## src/rtl/bin2bcd_pkg.sv

```systemverilog
// Shared types and constants for the sequential binary-to-BCD converter.
package bin2bcd_pkg;

  typedef enum logic [1:0] {
    IDLE      = 2'd0,
    SHIFT     = 2'd1,
    CONV_DONE = 2'd2
  } state_t;

  localparam int unsigned BCD_W      = 4;
  localparam int unsigned ADJ_THRESH = 5;
  localparam int unsigned ADJ_ADD    = 3;

  // Largest value representable in the given number of decimal digits.
  function automatic longint unsigned sat_value(input int unsigned digits);
    longint unsigned p;
    p = 64'd1;
    for (int unsigned k = 0; k < digits; k++) p = p * 64'd10;
    return p - 64'd1;
  endfunction

endpackage

```

## src/rtl/bcd_digit_adj.sv

```systemverilog
// Double-dabble adjust for one BCD digit: add 3 when the digit is 5 or more.
module bcd_digit_adj
  import bin2bcd_pkg::*;
(
  input  logic [BCD_W-1:0] i_digit,
  output logic [BCD_W-1:0] o_digit_c
);

  assign o_digit_c = (i_digit >= BCD_W'(ADJ_THRESH)) ? i_digit + BCD_W'(ADJ_ADD) : i_digit;

endmodule

```

## src/rtl/bin2bcd_seq.sv

```systemverilog
// Sequential 20-bit binary to 6-digit packed BCD converter, one bit per clock,
// saturating at the largest displayable value and holding the last result.
module bin2bcd_seq
  import bin2bcd_pkg::*;
#(
  parameter int unsigned BIN_W  = 20,
  parameter int unsigned DIGITS = 6
) (
  input  logic                      i_clk,
  input  logic                      i_rst,
  input  logic                      i_start,
  input  logic [BIN_W-1:0]          i_bin_in,
  output logic                      o_busy,
  output logic                      o_done,
  output logic [BCD_W*DIGITS-1:0]   o_bcd_out,
  output logic                      o_ovf
);

  localparam int unsigned ACC_W = BCD_W * DIGITS;
  localparam int unsigned CNT_W = (BIN_W > 1) ? $clog2(BIN_W) : 1;
  localparam logic [BIN_W-1:0] SAT = BIN_W'(sat_value(DIGITS));
  localparam logic [CNT_W-1:0] LAST_CNT = CNT_W'(BIN_W - 1);

  state_t             r_state;
  logic [CNT_W-1:0]   r_cnt;
  logic [BIN_W-1:0]   r_bin;
  logic [ACC_W-1:0]   r_acc;
  logic               r_ovf_pend;
  logic               r_busy;
  logic               r_done;
  logic [ACC_W-1:0]   r_bcd;
  logic               r_ovf;

  logic [ACC_W-1:0]   w_adj;
  logic               w_over;

  assign w_over = (i_bin_in > SAT);

  // Per-digit adjust on the accumulator; digits never carry into each other.
  for (genvar g = 0; g < DIGITS; g++) begin : g_adj
    bcd_digit_adj u_adj (
      .i_digit   (r_acc[g*BCD_W +: BCD_W]),
      .o_digit_c (w_adj[g*BCD_W +: BCD_W])
    );
  end

  always_ff @(posedge i_clk) begin
    if (i_rst) begin
      r_state    <= IDLE;
      r_cnt      <= '0;
      r_bin      <= '0;
      r_acc      <= '0;
      r_ovf_pend <= 1'b0;
      r_busy     <= 1'b0;
      r_done     <= 1'b0;
      r_bcd      <= '0;
      r_ovf      <= 1'b0;
    end else begin
      r_done <= 1'b0;
      case (r_state)
        IDLE: begin
          if (i_start) begin
            r_bin      <= w_over ? SAT : i_bin_in;
            r_ovf_pend <= w_over;
            r_acc      <= '0;
            r_cnt      <= '0;
            r_busy     <= 1'b1;
            r_state    <= SHIFT;
          end
        end
        SHIFT: begin
          // Top bit of the adjusted accumulator is always 0 for saturated inputs.
          r_acc <= ACC_W'({w_adj, r_bin[BIN_W-1]});
          r_bin <= r_bin << 1;
          r_cnt <= r_cnt + CNT_W'(1);
          if (r_cnt == LAST_CNT) r_state <= CONV_DONE;
        end
        CONV_DONE: begin
          r_bcd   <= r_acc;
          r_ovf   <= r_ovf_pend;
          r_done  <= 1'b1;
          r_busy  <= 1'b0;
          r_state <= IDLE;
        end
        default: r_state <= IDLE;
      endcase
    end
  end

  assign o_busy    = r_busy;
  assign o_done    = r_done;
  assign o_bcd_out = r_bcd;
  assign o_ovf     = r_ovf;

endmodule

```

## config.mk

```make
export PLATFORM = sky130hd
export DESIGN_NAME = bin2bcd_seq
export DESIGN_NICKNAME = d
export VERILOG_FILES = /design/src/rtl/bin2bcd_pkg.sv /design/src/rtl/bcd_digit_adj.sv /design/src/rtl/bin2bcd_seq.sv
export SDC_FILE = /design/constraint.sdc
export NUM_CORES = 1
export LEC_CHECK = 0
export BUFFER_PORTS_ARGS = -buffer_cell sky130_fd_sc_hd__buf_2
export CORE_MARGIN = 3
export CORE_UTILIZATION = 56
export CTS_CLUSTER_DIAMETER = 60
export CTS_CLUSTER_SIZE = 10
export DETAILED_ROUTE_END_ITERATION = 6
export MAX_ROUTING_LAYER = met4
export PLACE_DENSITY = 0.8
export SLEW_MARGIN = 20
export SYNTH_ARGS = -nofsm -noshare
export SYNTH_HDL_FRONTEND = slang
export SYNTH_SLANG_ARGS = --single-unit
export TNS_END_PERCENT = 20
```

## constraint.sdc

```tcl
create_clock -name i_clk -period 1.7 [get_ports i_clk]
set_clock_uncertainty 0.05 [all_clocks]
set_input_delay 0.17 -clock i_clk [delete_from_list [all_inputs] [get_ports i_clk]]
set_output_delay 0.17 -clock i_clk [all_outputs]
set_load 0.02 [all_outputs]
```

======== After elaboration in Yosys (flattened, before gate mapping) ========
Index checks and enable logic that the tools add are counted.
W data, S select, Z words.
storage, ports and cells
  bits in registers ....................... 79
  input port bits ......................... 23
  output and inout bits ................... 27
  logic and storage cells ................. 54
cells by class
  $add $sub $neg .......................... 7
  order comparisons ....................... 7
  equality and inequality tests ........... 5
  multiplexer cells ....................... 19
  reduce and logical (&&, ||, !) cells .... 7
operators with widths
  operator                count
  $pmux W24 S2            1
  $mux W20                2
  $pmux W20 S2            1
  $ge A4 B3 Y1 const B    6
  $mux W24                1
  $add A4 B2 Y4 const B   5
  $gt A20 B20 Y1 const B  1
  $mux W4                 5
  $pmux W5 S2             1
  $reduce_and A2 Y1       4
  $add A5 B1 Y5 const B   1
  $eq A5 B5 Y1 const B    1
  $mux W5                 1
  $mux W2                 2
  $ne A2 B2 Y1 const B    2
  $pmux W2 S2             1
  $reduce_bool A2 Y1      2
  $add A3 B2 Y3 const B   1
  $mux W3                 1
  $eq A2 B1 Y1 const B    1
  $eq A2 B2 Y1 const B    1
  $logic_not A2 Y1        1
  $mux W1                 2
  $pmux W1 S2             1

======== Logic depth before layout (Yosys ltp) ========
  word-level depth ........................ 4
  depth in mapped cells ................... 7
  depth with buffers taken out ............ 6

======== Hierarchy ========
Synthesis repeated with hierarchy kept, for this count alone.
second synthesis, totals
  cells, all modules ...................... 367
  area total of the unflattened synthesis .. 3455.8 µm²
modules (own cells, without submodules)
  module         instances  cells each  area each (µm²)  seq. area each (µm²)
  bin2bcd_seq    1          271         2847.7           1581.5
  bcd_digit_adj  6          16          101.3            0.0

======== Least setup slack after synthesis ========
OpenSTA, ideal clock, no wires.
  path type ............................... input-to-reg
  from .................................... in i_bin_in[15]
  to ...................................... reg r_bin[1]
  setup time .............................. 0.119 ns
  arrival time ............................ 1.333 ns
  required time ........................... 1.531 ns
  slack ................................... 0.198 ns
  stages .................................. 4
  buffers on the path ..................... 0
  cell sequence ........................... or4_4 nor3_4 o21ai_4 o221a_1
on the way
  longest elaborated chain between the ends .. 4
RTL lines
  what                    line               RTL
  start: declaration      bin2bcd_seq.sv:12  input logic [BIN_W-1:0] i_bin_in,
  $gt A20 B20 Y1          bin2bcd_seq.sv:37  assign w_over = (i_bin_in > SAT);
  $mux W20                bin2bcd_seq.sv:63  r_bin <= w_over ? SAT : i_bin_in;
  $mux W20                bin2bcd_seq.sv:62  if (i_start) begin
  $pmux W20 S2            bin2bcd_seq.sv:60  case (r_state)
  end signal: assignment  bin2bcd_seq.sv:63
  end signal: assignment  bin2bcd_seq.sv:74  r_bin <= r_bin << 1;
  end: declaration        bin2bcd_seq.sv:26  logic [BIN_W-1:0] r_bin;
No other way between the ends. The select of a mux whose other input is x is not followed.
A chain may end at the register's enable or synchronous reset.

======== Worst setup path after layout ========
  from .................................... reg r_state[0]
  to ...................................... reg r_acc[10]
on the way
  longest elaborated chain between the ends .. 3
  elaborated cells on any way between the ends .. 6
  classes of those cells .................. eq/ne (2); mux (1); reduce/logical (3)
RTL lines
  what                                                                 line               RTL
  start: declaration                                                   bin2bcd_seq.sv:24  state_t r_state;
  start signal: assignment                                             bin2bcd_seq.sv:49  r_state <= IDLE;
  start signal: assignment                                             bin2bcd_seq.sv:68  r_state <= SHIFT;
  start signal: assignment                                             bin2bcd_seq.sv:76  if (r_cnt == LAST_CNT) r_state <= CONV_DONE;
  $eq A2 B1 Y1 or $logic_not A2 Y1 (tied branches)                     bin2bcd_seq.sv:60
  $reduce_bool A2 Y1 (no source line) or $ne A2 B2 Y1 (tied branches)  --
  $reduce_and A2 Y1 (no source line)                                   --
  end signal: assignment                                               bin2bcd_seq.sv:73  r_acc <= ACC_W'({w_adj, r_bin[BIN_W-1]});
  end: declaration                                                     bin2bcd_seq.sv:27  logic [ACC_W-1:0] r_acc;
Several ways; a longest one is shown, not always the timed one.

==> results by group <==
Status
  • Status: finished clean

Flow run
  • Max-cap violations: 0

Layout
  • Area taken by multi-input logic gates: 1640 um2
  • Register area: 1580 um2
  • Area Growth Syn to Fin: 17.9%
  • Share of layout cells above drive strength 1: 22.9%
  • Diodes inserted: 0
  • Final nets: roughly 440
  • Commonest non-fill, non-tap cell in the layout: dfxtp_1
  • Fill cells: roughly 450
  • Commonest cells after routing, fill and taps aside: 79 x dfxtp_1, 49 x buf_2, 37 x a22o_1

Clock tree
  • CTS tree: built
  • CTS buffer count: 9
  • CTS H-tree depth: 3
  • Clk slew on worst S/H paths: 0.08 ns
  • CTS sink cnt: 79
  • Clock Latency Late Sink: 0.35 ns
  • Clk buf depth: 2
  • Root buffer cell: clkbuf_8
  • Post-CTS setup buffers: 0

STA
  • Clock period minus worst slack: about 1.6 ns
  • Slew Limit Fails: 0
  • Period utilization: 95.7%
  • Final Hold Fails: 0
  • RSZ-0062 raised after global routing: no
  • Worst slew pin tran: 0.859 ns
  • Rel. slew slack: 42.5%
  • Post-route setup TNS: 0 ns
  • Final setup margin: 0.0733 ns
  • Setup violators final: 0
  • FMAX: 615 MHz

Power
  • Clk pwr share: 43.0%
  • Power Density: roughly 980 nW/um2
  • Leak: 1.66 nW
  • Switching Share: around 23%
  • Max VDD drop: about 0.00052 V
  • Pint: around 0.0030 W
  • Combinational power share: 7.7%
  • Part of the power in registers: between 40% and 50%
  • P_sw: 0.000890 W

Yosys
  • Ys flop type: dfxtp_1
  • Count of different cell masters after synthesis: 46
  • Synth Area in Simple Gates: 15.3%
  • Top cell type's share of synthesized area: between 40% and 50%
  • Synthesized area per cell: 9.69 um2
  • Yosys reg bits: 79
  • Post-Synth Adder-Cell Area: 4.81%
  • Dominant cell type by area after synthesis: dfxtp_1
  • Post-synthesis sequential area ratio: 46.7%
  • Post-synthesis async set-or-reset flop share: 0%
  • Mux share of post-synthesis cell area: 2.11%
  • Post-synth EDFFs: 0
  • Synth area leaders: dfxtp_1 47%, a22o_1 9.6%, ha_1 4.8%
  • Syn Std Cell Area: 3380 um2
  • Ys Warns: 0
  • Largest family of logic cells by synthesized area: compound AO/OA/AOI/OAI gates
  • Net Count, Synth: between 300 and 400
  • Mapped Cells: around 350
  • Compound-Gate Fraction of Synth Area: 23.0%
  • Post-synthesis xor/xnor area fraction: 2.85%

Worst setup path
  • Reg-to-reg startpoint: r_state[0]$_SDFFE_PP0P_
  • CP max FO: 12
  • R2r setup slk: approximately 0.073 ns
  • CP Launch Point: r_state[0]$_SDFFE_PP0P_
  • Worst path arrival time: 1.87 ns
  • Setup CP Type: reg -> reg
  • R2R depth: 3
  • Critical path endpoint: r_acc[10]$_SDFFE_PP0P_
  • CP Launch Type: register
  • R2r endpoint: r_acc[10]$_SDFFE_PP0P_
  • Crit. End Element: register
  • Worst Path Required: 1.94 ns

Drt
  • Pre-Repair DR Iteration Count: 5
  • DR vias: 2,810
  • Met1 wire length: 3.29 mm
  • Via-to-Cell Ratio: 5.87
  • Post-Route WL: 7.43 mm
  • # DRC: 0
  • Routed wl met2: 3.64 mm
  • Starting DRC count in detailed routing: 159
  • Routed wl met3: 349 um
  • WL per Instance: ~16 um
  • Top sig layer: met4
  • Detail Route Antenna Nets: 0

Global route
  • GR Util All Layers: approximately 22%
  • Vias in the first global route: 2,758
  • Initial antenna violation count: 0
  • Largest net degree at the start of global routing: 40
  • Global route overflow: 0
  • Global-route wire length before repair: 12.5 mm

Place
  • Placer congestion estimate: 0.844
  • Buffers on Ports: 49
  • Setup WS pre-CTS: 0.0161 ns
  • HPWL Detailed: 4.93 mm

Floorplan
  • FP Rows: 27
  • Core Area: between 5000 and 6000 um2
  • Starting Density: 59.6%
  • Die Wd: 83.7 um
  • Die Ht: about 84 um
  • Ports: 50
  • DIE AREA: approximately 7000 um2

Worst hold path
  • Worst min-delay path class: in -> reg
## worst min-delay path by stage
stage,start,endpoint,slack [ns],cells past startpoint
after floorplan,i_bin_in[0],r_bin[0]$_SDFFE_PP0P_,0.24,1
final,i_bin_in[3],r_bin[3]$_SDFFE_PP0P_,0.02,2
after global routing,i_bin_in[3],r_bin[3]$_SDFFE_PP0P_,0.02,2
after detailed placement,i_bin_in[0],r_bin[0]$_SDFFE_PP0P_,0.34,2
after CTS,i_bin_in[4],r_bin[4]$_SDFFE_PP0P_,0.006,2
after global placement,i_bin_in[0],r_bin[0]$_SDFFE_PP0P_,0.33,2
## cells in the mapped netlist (2+ instances only)
cell type / instances
a22o_1: 37
nor4_1: 5
a22oi_1: 7
o21ai_0: 12
mux2i_1: 6
ha_1: 13
nand2b_1: 7
or3_1: 5
xor2_1: 5
clkbuf_1: 13
a21oi_1: 32
dfxtp_1: 79
nand3_1: 16
inv_1: 12
nor2b_1: 2
o211ai_1: 5
buf_2: 5
nor2_1: 37
nor3_1: 7
nand4_1: 2
nand2_1: 4
o221a_1: 6
a211oi_1: 2
xnor2_1: 6
buf_6: 3
## layer usage
layer	global-route usage, %	vias to the layer above
met4	10.2	0
met1	25.5	1343
met2	37.7	70
met5	-	-
met3	4.24	14
li1	-	1383
## flip-flops by register name (all words and copies together) (netlist names)
signal and flops:
o_busy 1, r_ovf_pend 1, o_ovf 1, o_bcd_out 24, r_bin 20, r_cnt 5, r_acc 24, o_done 1
r_state 2
## cell families after synthesis
logic type,after synthesis
buffers and inverters,36
AND/OR/NAND/NOR,96
multiplexers,7
AO/OA/AOI/OAI,107
flip-flops,79
XOR/XNOR,11
adder cells (fa/ha/maj),13
## critical path, cell delays in order (launching register included)
cell and delay [ns]:
dfxtp_1 0.44, nand2b_1 0.15, nor2_1 0.68, a22o_1 0.25
## power groups by stage
| stage | sequential, W | combinational (W) | clock [W] |
|---|---|---|---|
| after floorplan | 0.00197 | 0.000199 | 0 |
| after global placement | 0.00197 | 0.000285 | 0 |
| after detailed placement | 0.00197 | 0.000296 | 0 |
| after CTS | 0.00193 | 0.000301 | 0.00171 |
| after global routing | 0.00194 | 0.000333 | 0.00179 |
| final | 0.00193 | 0.000300 | 0.00168 |
## what timing repair did
| item | 4_1_cts | 5_1_grt |
|---|---|---|
| endpoints found under the setup margin | 9 | 3 |
| cloned | 0 | 0 |
| hold endpoints to repair | 1 | 0 |
| resized for setup | 1 | 2 |
| hold buffers | 1 | 0 |
## area by class of cell
type,instances,area share (%)
well taps,72,2.26
inverters,13,1.22
multi-input cells,234,41.2
flip-flops and latches,79,39.7
repair buffers,65,9.54
clock inverters,6,2.70
clock buffers,10,3.45
## metrics by stage
step | utilization, % | cell area [um2] | cells | hold slack (ns) | total power (W)
floorplan | - | 3380 | 349 | 0.244 | 0.00216
global placement | 65.6 | 3720 | 462 | 0.328 | 0.00226
detailed placement | 65.6 | 3720 | 462 | 0.342 | 0.00227
CTS | 70.1 | 3980 | 479 | 0.00578 | 0.00394
global route | 70.3 | 3990 | 479 | 0.0176 | 0.00406
finish | 70.3 | 3990 | 479 | 0.0194 | 0.00392
Note: power is estimated with default switching activity, not from simulation.
